## src/rtl/rr_arbiter8_if.sv

```systemverilog
// rtl/rr_arbiter8_if.sv - request/grant bundle between requesters and rr_arbiter8
interface rr_arbiter8_if;
    logic [0:7] req;
    logic [0:7] gnt;
    logic [2:0] gnt_idx;
    logic       gnt_valid;

    // Arbiter side: samples requests, drives the grant in decoded and encoded form.
    modport master (
        input  req,
        output gnt,
        output gnt_idx,
        output gnt_valid
    );

    modport slave (
        output req,
        input  gnt,
        input  gnt_idx,
        input  gnt_valid
    );
endinterface

```

## src/rtl/rr_arbiter8.sv

```systemverilog
// rtl/rr_arbiter8.sv - eight-requester round-robin arbiter with hold-limit rotation
module rr_arbiter8 #(
    parameter int unsigned MAX_HOLD = 4
) (
    input  logic          clk,
    input  logic          reset,
    rr_arbiter8_if.master bus
);
    typedef enum logic {
        IDLE = 1'b0,
        BUSY = 1'b1
    } arbStateT;

    localparam bit         PREEMPT_EN = (MAX_HOLD != 0);
    localparam logic [7:0] HOLD_LAST  = (MAX_HOLD == 0) ? 8'd0 : 8'(MAX_HOLD - 1);

    arbStateT   state;
    arbStateT   nextState;
    logic [2:0] ptr;
    logic [7:0] hcnt;
    logic [0:7] gntQ;
    logic [2:0] gntIdxQ;
    logic       gntValidQ;

    logic [0:7] others;
    logic [0:7] cand;
    logic [2:0] winner;
    logic [2:0] scanIdx;
    logic       found;
    logic [0:7] winnerHot;
    logic       grantNew;
    logic       dropGrant;

    // Winner search starts at ptr and wraps 7 -> 0; in IDLE all requests compete,
    // in BUSY only the non-owners do.
    always_comb begin
        others          = bus.req;
        others[gntIdxQ] = 1'b0;
        cand            = (state == IDLE) ? bus.req : others;
        winner          = 3'd0;
        found           = 1'b0;
        scanIdx         = 3'd0;
        for (int k = 0; k < 8; k++) begin
            scanIdx = ptr + 3'(k);
            if (!found && cand[scanIdx]) begin
                winner = scanIdx;
                found  = 1'b1;
            end
        end
        winnerHot         = '0;
        winnerHot[winner] = 1'b1;
    end

    always_comb begin
        nextState = state;
        grantNew  = 1'b0;
        dropGrant = 1'b0;
        case (state)
            IDLE: begin
                if (|bus.req) begin
                    grantNew  = 1'b1;
                    nextState = BUSY;
                end
            end
            BUSY: begin
                if (!bus.req[gntIdxQ]) begin
                    if (|others) begin
                        grantNew = 1'b1;
                    end else begin
                        dropGrant = 1'b1;
                        nextState = IDLE;
                    end
                end else if (PREEMPT_EN && (hcnt >= HOLD_LAST) && (|others)) begin
                    grantNew = 1'b1;
                end
            end
            default: nextState = IDLE;
        endcase
    end

    always_ff @(posedge clk) begin
        if (reset) begin
            state     <= IDLE;
            ptr       <= 3'd0;
            hcnt      <= 8'd0;
            gntQ      <= '0;
            gntIdxQ   <= 3'd0;
            gntValidQ <= 1'b0;
        end else begin
            state <= nextState;
            if (grantNew) begin
                gntQ      <= winnerHot;
                gntIdxQ   <= winner;
                gntValidQ <= 1'b1;
                hcnt      <= 8'd0;
                ptr       <= winner + 3'd1;
            end else if (dropGrant) begin
                gntQ      <= '0;
                gntIdxQ   <= 3'd0;
                gntValidQ <= 1'b0;
                hcnt      <= 8'd0;
            end else if (state == BUSY && hcnt != 8'hFF) begin
                hcnt <= hcnt + 8'd1;
            end
        end
    end

    assign bus.gnt       = gntQ;
    assign bus.gnt_idx   = gntIdxQ;
    assign bus.gnt_valid = gntValidQ;
endmodule

```

## src/flat_wrapper.sv

```systemverilog
// flat-port wrapper written by rule: the top's interface ports become plain ports
module rr_arbiter8_flat 
#(
    parameter int unsigned MAX_HOLD = 4
)
  (clk, reset, bus_req, bus_gnt, bus_gnt_idx, bus_gnt_valid);
  rr_arbiter8_if bus_i ();
  input  logic clk;
  input  logic reset;
  input wire logic [$bits(bus_i.req)-1:0] bus_req;
  output wire logic [$bits(bus_i.gnt)-1:0] bus_gnt;
  output wire logic [$bits(bus_i.gnt_idx)-1:0] bus_gnt_idx;
  output wire logic [$bits(bus_i.gnt_valid)-1:0] bus_gnt_valid;
  assign bus_i.req = bus_req;
  assign bus_gnt = bus_i.gnt;
  assign bus_gnt_idx = bus_i.gnt_idx;
  assign bus_gnt_valid = bus_i.gnt_valid;
  rr_arbiter8 #(.MAX_HOLD(MAX_HOLD)) u_core (.clk(clk), .reset(reset), .bus(bus_i));
endmodule
```

## config.mk

```make
export PLATFORM = sky130hd
export DESIGN_NAME = rr_arbiter8_flat
export DESIGN_NICKNAME = d
export VERILOG_FILES = /design/src/rtl/rr_arbiter8_if.sv /design/src/rtl/rr_arbiter8.sv /design/src/flat_wrapper.sv
export SDC_FILE = /design/constraint.sdc
export NUM_CORES = 1
export LEC_CHECK = 0
export ABC_AREA = 1
export CORE_MARGIN = 2
export CORE_UTILIZATION = 48
export DETAILED_ROUTE_END_ITERATION = 16
export PLACE_DENSITY = 0.73
export SLEW_MARGIN = 20
export SYNTH_ARGS = -nofsm -noshare
export SYNTH_HDL_FRONTEND = slang
export SYNTH_SLANG_ARGS = --single-unit
export TNS_END_PERCENT = 30
```

## constraint.sdc

```tcl
create_clock -name clk -period 2.44 [get_ports clk]
set_input_delay 0.488 -clock clk [delete_from_list [all_inputs] [get_ports clk]]
set_output_delay 0.488 -clock clk [all_outputs]
set_load 0.05 [all_outputs]
```

# After elaboration in Yosys (flattened, before gate mapping)
# Index checks and enable logic that the tools add are counted.
dict set report classes {
  eq_ne 1
  add_sub_neg 9
  n_bitwise 13
  muxes 63
  reduce_logical 22
  magnitude_cmp 13
}
# cell n
set op_table {}
lappend op_table {{$ge 4x4->1 const B} 10}
lappend op_table {{$not 3->4} 10}
lappend op_table {{$mux 1} 37}
lappend op_table {{$mux 3} 10}
lappend op_table {{$bmux 1 s3} 9}
lappend op_table {{$mux 8} 3}
lappend op_table {{$reduce_or 8->1} 2}
lappend op_table {{$add 3x3->3 const B} 4}
lappend op_table {{$logic_and 1x1->1} 11}
lappend op_table {{$add 8x1->8 const B} 1}
lappend op_table {{$and 8x8->8} 1}
lappend op_table {{$ge 8x2->1 const B} 1}
lappend op_table {{$lt 4x1->1 const B} 2}
lappend op_table {{$ne 8x8->1 const B} 1}
lappend op_table {{$not 8->8} 1}
lappend op_table {{$logic_not 1->1} 7}
lappend op_table {{$add 3x1->3 const B} 2}
lappend op_table {{$add 3x2->3 const B} 2}
lappend op_table {{$demux 1 s3} 2}
lappend op_table {{$pmux 1 s2} 2}
lappend op_table {{$reduce_or 3->1} 1}
lappend op_table {{$reduce_bool 2->1} 1}
lappend op_table {{$not 1->1} 1}
dict set report totals {
  inputBits 10
  output_inout_bits 12
  register_bits 24
}

# Depth between registers and ports, before layout
# Gate-level depths: netlist (run 1).
dict set report logic_depth {
  word_depth 39
  mapped_depth 18
  ltp_nobuf 18
}

# Worst setup path after synthesis (run 1)
# Ideal clock, no wire load.
dict set report synth_path {
  kind {register to register}
  start {register u_core.gntIdxQ[1] (netlist: u_core.bus.gnt_idx[1])}
  end {register u_core.ptr[2]}
  path_stages_with_launch 18
  arrival_ns 2.267
  required_ns 2.327
  setup_ns 0.113
  slack_ns 0.061
  path_cell_list {dfxtp_1 -> nand3_1 -> nand2_2 -> nand3_1 -> nand3_1 -> nand3_2 -> nand2_4 -> nand2_4 -> nor2_8 -> nand2_4 -> nor2_8 -> nand3_1 -> nand3_2 -> nand2_2 -> nor2_2 -> nand3_2 -> nand2_1 -> nor2_1}
}
dict set report synth_between {
  elab_chain_cells 34
}
# element line_no
set synth_rtl {}
lappend synth_rtl {{start, declared} rr_arbiter8.sv:22} ;# logic [2:0] gntIdxQ;
lappend synth_rtl {{start signal, assigned} rr_arbiter8.sv:93} ;# gntIdxQ <= winner;
lappend synth_rtl {{$not 3->4 (implied by the code) (*)} {rr_arbiter8.sv:38, rr_arbiter8.sv:66}}
lappend synth_rtl {{$ge 4x4->1 (implied by the code) or $lt 4x1->1 (tied branches)} rr_arbiter8.sv:38} ;# others[gntIdxQ] = 1'b0;
lappend synth_rtl {{$logic_and 1x1->1 (implied by the code)} rr_arbiter8.sv:38}
lappend synth_rtl {{$mux 1 (implied by the code)} rr_arbiter8.sv:38}
lappend synth_rtl {{$demux 1 s3} rr_arbiter8.sv:38}
lappend synth_rtl {{$not 8->8 (no source line)} -}
lappend synth_rtl {{$and 8x8->8 (no source line)} -}
lappend synth_rtl {{$mux 8} rr_arbiter8.sv:39} ;# cand = (state == IDLE) ? bus.req : others;
lappend synth_rtl {{[... 18 more ...]} -}
lappend synth_rtl {{$mux 1} rr_arbiter8.sv:45} ;# if (!found && cand[scanIdx]) begin
lappend synth_rtl {{$logic_not 1->1} rr_arbiter8.sv:45}
lappend synth_rtl {{$logic_and 1x1->1} rr_arbiter8.sv:45}
lappend synth_rtl {{$mux 1} rr_arbiter8.sv:45}
lappend synth_rtl {{$logic_not 1->1} rr_arbiter8.sv:45}
lappend synth_rtl {{$logic_and 1x1->1} rr_arbiter8.sv:45}
lappend synth_rtl {{$mux 3} rr_arbiter8.sv:45}
lappend synth_rtl {{$add 3x1->3} rr_arbiter8.sv:96} ;# ptr <= winner + 3'd1;
lappend synth_rtl {{end signal, assigned} rr_arbiter8.sv:96}
lappend synth_rtl {{end, declared} rr_arbiter8.sv:19} ;# logic [2:0] ptr;
# Every way passes the cells marked *; elsewhere a longest branch is shown, timed or not. The select of a mux whose other input is x is not followed.
# A chain may end at the register's enable or synchronous reset.

# Final worst setup path (run 1)
dict set report layout_path {
  start {register u_core.state}
  end {register u_core.ptr[2]}
}
dict set report layout_between {
  elab_chain_cells 27
}
# element line_no
set layout_rtl {}
lappend layout_rtl {{start, declared} rr_arbiter8.sv:17} ;# arbStateT state;
lappend layout_rtl {{start signal, assigned} rr_arbiter8.sv:90} ;# state <= nextState;
lappend layout_rtl {{$mux 8} rr_arbiter8.sv:39}
lappend layout_rtl {{$bmux 1 s3} rr_arbiter8.sv:45}
lappend layout_rtl {{$mux 1 (implied by the code) (2 in a row)} rr_arbiter8.sv:45}
lappend layout_rtl {{$mux 1} rr_arbiter8.sv:45}
lappend layout_rtl {{$logic_not 1->1} rr_arbiter8.sv:45}
lappend layout_rtl {{$logic_and 1x1->1} rr_arbiter8.sv:45}
lappend layout_rtl {{$mux 1} rr_arbiter8.sv:45}
lappend layout_rtl {{$logic_not 1->1} rr_arbiter8.sv:45}
lappend layout_rtl {{[... 10 more ...]} -}
lappend layout_rtl {{$mux 1} rr_arbiter8.sv:45}
lappend layout_rtl {{$logic_not 1->1} rr_arbiter8.sv:45}
lappend layout_rtl {{$logic_and 1x1->1} rr_arbiter8.sv:45}
lappend layout_rtl {{$mux 1} rr_arbiter8.sv:45}
lappend layout_rtl {{$logic_not 1->1} rr_arbiter8.sv:45}
lappend layout_rtl {{$logic_and 1x1->1} rr_arbiter8.sv:45}
lappend layout_rtl {{$mux 3} rr_arbiter8.sv:45}
lappend layout_rtl {{$add 3x1->3} rr_arbiter8.sv:96}
# Several ways; a longest one is shown, not always the timed one. The select of a mux whose other input is x is not followed.

==> flow_metrics.tcl, run 1 <==
set metrics [dict create \
    rows 23 \
    htreeDepth 1 \
    synth_xor_area_share_pct 1.81 \
    crit_slowest_cell "dfxtp_2" \
    antenna_found_initial 0 \
    hold_start "u_core.bus.gnt[3]" \
    fmax_ghz 0.419 \
    outcome "completed" \
    comb_power_share_pct 78.5 \
    grt_max_degree 14 \
    p_int_mw 1.84 \
    layout_setup_ws_ns 0.0522 \
    totalWireLength_um 6050 \
    skew_ns 0.00187 \
    hold_class "reg2reg" \
    grt_pass1_vias 1816 \
    place.gp.congestion 0.937 \
    grt_pass1_wl_um 8180 \
    drcViolationCount 0 \
    power_frac_seq_pct 14.6 \
    io-pin-count 22 \
    critPathMaxStageDelay_ns 0.35 \
    syn_to_final_growth_pct 45.9 \
    final_common_cell "nand2_1" \
    power_density_nw_per_um2 1400 \
    async_flop_share_pct 0 \
    fin_util_pct 71.6 \
    dp_slack_ns -0.274 \
    cts_buffers 3 \
    cp_top_family "simple AND/OR/NAND/NOR gates" \
    start_util_pct 49.1 \
    cp-end-kind "flip-flop" \
    worst_slew_pin_slew_ns 0.539 \
    portBuffers 21 \
    relSlewSlack_pct 63.9 \
    ff2ff_setup_slack_ns 0.05 \
    netlist.area_leader.share_pct 24.8 \
    clk_path_buf_depth 2 \
    synthMuxAreaShare_pct 0 \
    die_w_um 67.5 \
    cap_violations 0 \
    clockRootBuffer "clkbuf_8" \
    critPathKind "reg2reg" \
    grt_overflow_total 0 \
    fin_nets 378 \
    cp_cell_sequence "clkinvlp_4 -> buf_12 -> nand2_1 -> nand3_1 -> nand3_1 -> nand2_1 -> nand2_2 -> nand2_4 -> nor2_8 -> nand2_4 -> nor2_8 -> nand3_1 -> nand3_2 -> nand2_2 -> nor2_2 -> nand3_2 -> nand2_1 -> nor2_1" \
    worst-path-buf-inv 2 \
    cts_sinks 24 \
    cts-hold-fix-buffers 0 \
    wire_per_inst_um 14.6 \
    min_path_cells 2 \
    postRouteAntennaNets 0 \
    switching_share_pct 53.6 \
    period_needed_ns 2.39 \
    synth_compound_area_share_pct 9.38 \
    rr_worst_depth 18 \
    cp.required_ns 2.61 \
    dieArea_sq_um 4550 \
    syn_area_per_cell_sq_um 6.38 \
    drive_gt1_share_pct 39.0 \
    cts_tree "built" \
    fin_area_sq_um 2820 \
    arrival_ns 2.56 \
    via_per_inst 5.55 \
    drt_pass1_iterations 5 \
    fin_crit_sh_pct 97.9 \
    synth_fp_nets 316 \
    min_to "u_core.bus.gnt[3]" \
    synth_edf_count 0 \
    synth_top_family_by_area "simple AND/OR/NAND/NOR gates" \
    final_cell_mix "nand2_1 (73), buf_4 (40), nand3_1 (34), nand3_2 (30)" \
    die_h_um 67.5 \
    cp-start-kind "flip-flop" \
    hold_viol 0 \
    r2r_end "u_core.ptr[2]" \
    grt_use_total_pct 23.4 \
    synth_ff_type "dfxtp_1" \
    synthAdderAreaFrac_pct 1.94 \
    slew_violations 0 \
    path_max_fanout 6 \
    p_leak_nw 1.35 \
    timing.rr.start "u_core.state" \
    synthTopCellsByArea "dfxtp_1 (25%), nand2_1 (17%), nand3_1 (15%)" \
    ys_types 37 \
    place_hpwl_um 4040 \
    peakVddDrop_mv 0.914 \
    yosysWarnings 0 \
    synthCells 303 \
    n_antenna_cell 0 \
    drt-initial-drc-count 155 \
    clkPwrFrac_pct 6.8 \
    p_switching_mw 2.13 \
    netlist_area_sq_um 1930 \
    placed_cell_area_sq_um 2410 \
    finalSetupViolations 0 \
    core_sq_um 3940 \
    seq_area_frac_synth_pct 24.8 \
    vias 2298 \
    synth_area_leader_cell "dfxtp_1" \
    synthSimpleGateAreaFrac_pct 54.1 \
    ys_ff_latch 24 \
    cts.clk_slew.worst_paths_ns 0.08 \
    clk_latency_ns 0.27 \
]
==> flip-flops by register name, indices dropped and copies added (netlist names) <==
| register | flops |
|---|---|
| u_core.bus.gnt_idx | 3 |
| u_core.ptr | 3 |
| u_core.hcnt | 8 |
| u_core.bus.gnt_valid | 1 |
| u_core.bus.gnt | 8 |
| u_core.state | 1 |
==> per-stage QoR <==
step                      hold WS, ns  total power [mW]  TNS [ns]  std cells
after floorplan                 0.458              2.35         0        303
after global placement          0.440              3.14     -2.65        400
after detailed placement        0.443              3.16     -3.29        400
after CTS                       0.459              3.45         0        404
after global routing            0.488              4.26    -0.693        414
final                           0.456              3.96         0        414
==> cells by family (layout without fill, tap and decap cells) <==
kind of cell / after synthesis / in the layout
adders and majority gates: 3 / 3
DFF: 24 / 24
AOI/OAI and AO/OA: 29 / 29
xor gates and xnor gates: 4 / 4
buffers and inverters: 38 / 99
and+or+nand+nor: 205 / 205
==> worst register-to-register path: cells and delay by family (launching register included) <==
family        cells  cell delay [ns]
buf+inv           2             0.27
flops             1             0.35
simple gates     16             1.67
==> per-layer routing <==
metal	wire (um)	vias up	GRT usage [%]
met3	266	23	3.33
met1	2610	1049	32.5
met4	152	0	4.59
met2	3020	89	38.6
met5	0	-	0
li1	-	1137	-
==> cells in the mapped netlist (2+ instances only) <==
library cell   n
nand4_1        7
inv_2          7
nor3b_1        2
nor2_1        19
o22ai_1        3
nand2_2        8
a21oi_1       10
or2_2          2
xnor2_1        3
ha_1           3
o21ai_0        2
a31oi_1        3
nand3_1       59
o21ai_2        3
nand2_4        5
inv_1         25
nand3_2        6
nand2_1       87
buf_2          3
dfxtp_1       24
nor2_8         2
nor2_2         2
o21ai_1        4
==> worst max path at each step <==
stage | cells after the start | slack (ns) | endpoint | start
2_1_floorplan | 17 | 0.06 | u_core.ptr[2] | u_core.bus.gnt_idx[1]
3_3_place_gp | 17 | -0.23 | u_core.ptr[2] | bus_req[4]
4_1_cts | 17 | 0.008 | u_core.ptr[2] | bus_req[4]
3_5_place_dp | 17 | -0.27 | u_core.bus.gnt[2] | bus_req[4]
5_1_grt | 17 | -0.1 | u_core.ptr[2] | u_core.state
6_report | 18 | 0.05 | u_core.ptr[2] | u_core.state
==> what timing repair did <==
item                                   CTS  global route
setup endpoints to repair                1            14
setup buffers                            0            10
endpoints found under the hold margin    0             0
resized for setup                        1            74
pin swaps                                0            11
==> power by group through the flow <==
stage,combinational (mW),sequential (mW),clock [mW]
after floorplan,1.61,0.740,0
after global placement,2.58,0.552,0
after detailed placement,2.61,0.552,0
after CTS,2.63,0.545,0.276
after global routing,3.38,0.593,0.288
final,3.11,0.580,0.271
==> area by class of cell <==
| type | instances | area, sq um |
|---|---|---|
| sequential | 24 | 495 |
| fill | 294 | 1120 |
| multi-input combinational | 241 | 1530 |
| inverter | 33 | 130 |
| tap | 50 | 62.6 |
| timing repair buffer | 62 | 551 |
| clock buffer | 4 | 55.1 |
No activity file was read; power rests on OpenSTA's default activity.
==> inputs of run 2 (changes only) <==
--- a/config.mk
+++ b/config.mk
@@ -9,6 +9,8 @@
 export CORE_MARGIN = 2
 export CORE_UTILIZATION = 48
 export DETAILED_ROUTE_END_ITERATION = 16
+export GPL_TIMING_DRIVEN = 0
+export HOLD_SLACK_MARGIN = 0.05
 export PLACE_DENSITY = 0.73
 export SLEW_MARGIN = 20
 export SYNTH_ARGS = -nofsm -noshare
==> flow_metrics.tcl, run 2 (synthesized netlist as in run 1, its figures left out) <==
set metrics [dict create \
    outcome "completed" \
    place.gp.congestion 0.854 \
    grt_overflow_total 0 \
    vias 2163 \
    portBuffers 20 \
    dieArea_sq_um 4550 \
    wire_per_inst_um 13.6 \
    postRouteAntennaNets 0 \
    skew_ns 0.00779 \
    grt_pass1_wl_um 7420 \
    cpMostUsedCell "nand2_1" \
    layout_setup_ws_ns 0.0348 \
    crit_slowest_cell "dfxtp_1" \
    drcViolationCount 0 \
    drive_gt1_share_pct 32.1 \
    grt_pass1_vias 1717 \
    hold_viol 0 \
    die_h_um 67.5 \
    worst_slew_pin_slew_ns 0.507 \
    worst-path-buf-inv 3 \
    start_util_pct 49.1 \
    fmax_ghz 0.416 \
    finalSetupViolations 0 \
    fin_util_pct 67.5 \
    p_leak_nw 1.22 \
    cp_top_family "simple AND/OR/NAND/NOR gates" \
    die_w_um 67.5 \
    core_sq_um 3940 \
    clk_latency_ns 0.27 \
    cts_buffers 3 \
    cts-hold-fix-buffers 0 \
    arrival_ns 2.55 \
    cap_violations 0 \
    final_common_cell "nand2_1" \
    power_density_nw_per_um2 1450 \
    final_cell_mix "nand2_1 (74), nand3_1 (36), inv_1 (22), nand3_2 (22), dfxtp_1 (19)" \
    rows 23 \
    dp_slack_ns -0.364 \
    fin_crit_sh_pct 98.6 \
    grt_max_degree 15 \
    slew_violations 0 \
    antenna_found_initial 0 \
    period_needed_ns 2.41 \
    critPathMaxStageDelay_ns 0.31 \
    clockRootBuffer "clkbuf_8" \
    fin_nets 350 \
    peakVddDrop_mv 0.872 \
    cts.clk_slew.worst_paths_ns 0.09 \
    clk_path_buf_depth 2 \
    cp-start-kind "flip-flop" \
    grt_use_total_pct 21.0 \
    fin_area_sq_um 2660 \
    hold_class "reg2reg" \
    cts_tree "built" \
    cp_cell_sequence "inv_1 -> clkbuf_4 -> nand2_1 -> nand3_1 -> nand3_1 -> nand2_1 -> nand2_1 -> nand2_4 -> nor2_8 -> nand2_4 -> nor2_8 -> nand4_1 -> nand3_4 -> buf_6 -> nand3_1 -> nand2_1 -> a21oi_1" \
    cp.required_ns 2.58 \
    drt-initial-drc-count 141 \
    htreeDepth 1 \
    n_antenna_cell 0 \
    path_max_fanout 10 \
    relSlewSlack_pct 66.1 \
    syn_to_final_growth_pct 37.6 \
    place_hpwl_um 3730 \
    totalWireLength_um 5240 \
    tns_ns 0 \
    via_per_inst 5.60 \
    placed_cell_area_sq_um 2200 \
    io-pin-count 22 \
    cts_sinks 24 \
    critPathKind "reg2reg" \
    cp-end-kind "flip-flop" \
    drt_pass1_iterations 4 \
]
run 2: layout make-up:
| type | instances | area (sq um) |
|---|---|---|
| inverters | 33 | 146 |
| clock inverters | 1 | 30.0 |
| plain buffers | 5 | 41.3 |
| repair buffers | 29 | 292 |
| well taps | 50 | 62.6 |
| flip-flops and latches | 24 | 494 |
| clock buffers | 3 | 41.3 |
| fillers | 335 | 1280 |
| multi-input cells | 241 | 1550 |
run 2: worst register-to-register path, cell delays in order (launching register included):
cell and delay [ns]:
dfxtp_1 0.31, inv_1 0.07, clkbuf_4 0.20, nand2_1 0.12, nand3_1 0.13, nand3_1 0.12
nand2_1 0.10, nand2_1 0.13, nand2_4 0.09, nor2_8 0.14, nand2_4 0.08, nor2_8 0.15
nand4_1 0.18, nand3_4 0.18, buf_6 0.11, nand3_1 0.06, nand2_1 0.06, a21oi_1 0.05
run 2: worst paths after layout:
path | startpoint | slack [ns] | endpoint | cells after the start
min reg2reg | u_core.bus.gnt[6] | 0.46 | u_core.bus.gnt[6] | 2
max | u_core.state | 0.03 | u_core.ptr[1] | 17
max reg2reg | u_core.state | 0.03 | u_core.ptr[1] | 17
min | u_core.bus.gnt[6] | 0.46 | u_core.bus.gnt[6] | 2
run 2: per-stage QoR:
stage,hold slack (ns),power (mW),instances
5_1_grt,0.479,4.09,386
4_1_cts,0.462,3.25,377
3_3_place_gp,0.441,2.81,373
3_5_place_dp,0.441,2.84,373
2_1_floorplan,0.458,2.35,303
6_report,0.458,3.85,386
run 2: timing repair:
item | CTS | global route
setup buffers | 0 | 9
gates resized for setup | 9 | 78
endpoints found under the setup margin | 15 | 15
pin swaps | 1 | 21
run 2: routing by layer:
metal  vias to the layer above  part of all wire, %  global-route usage, %  routed length (um)
li1                       1074                    -                      -                   -
met1                      1015                   46                   29.2                2420
met2                        61                   49                   35.4                2560
met3                        13                  3.6                   1.50                 190
met4                         0                  1.2                   4.59                  65
met5                         -                    0                      0                   0
run 2: where the power goes:
group	total (mW)	internal (mW)	switching [mW]
clock network	0.347	0.219	0.128
registers	0.568	0.487	0.0804
logic	2.94	1.01	1.93
total	3.85	1.72	2.13
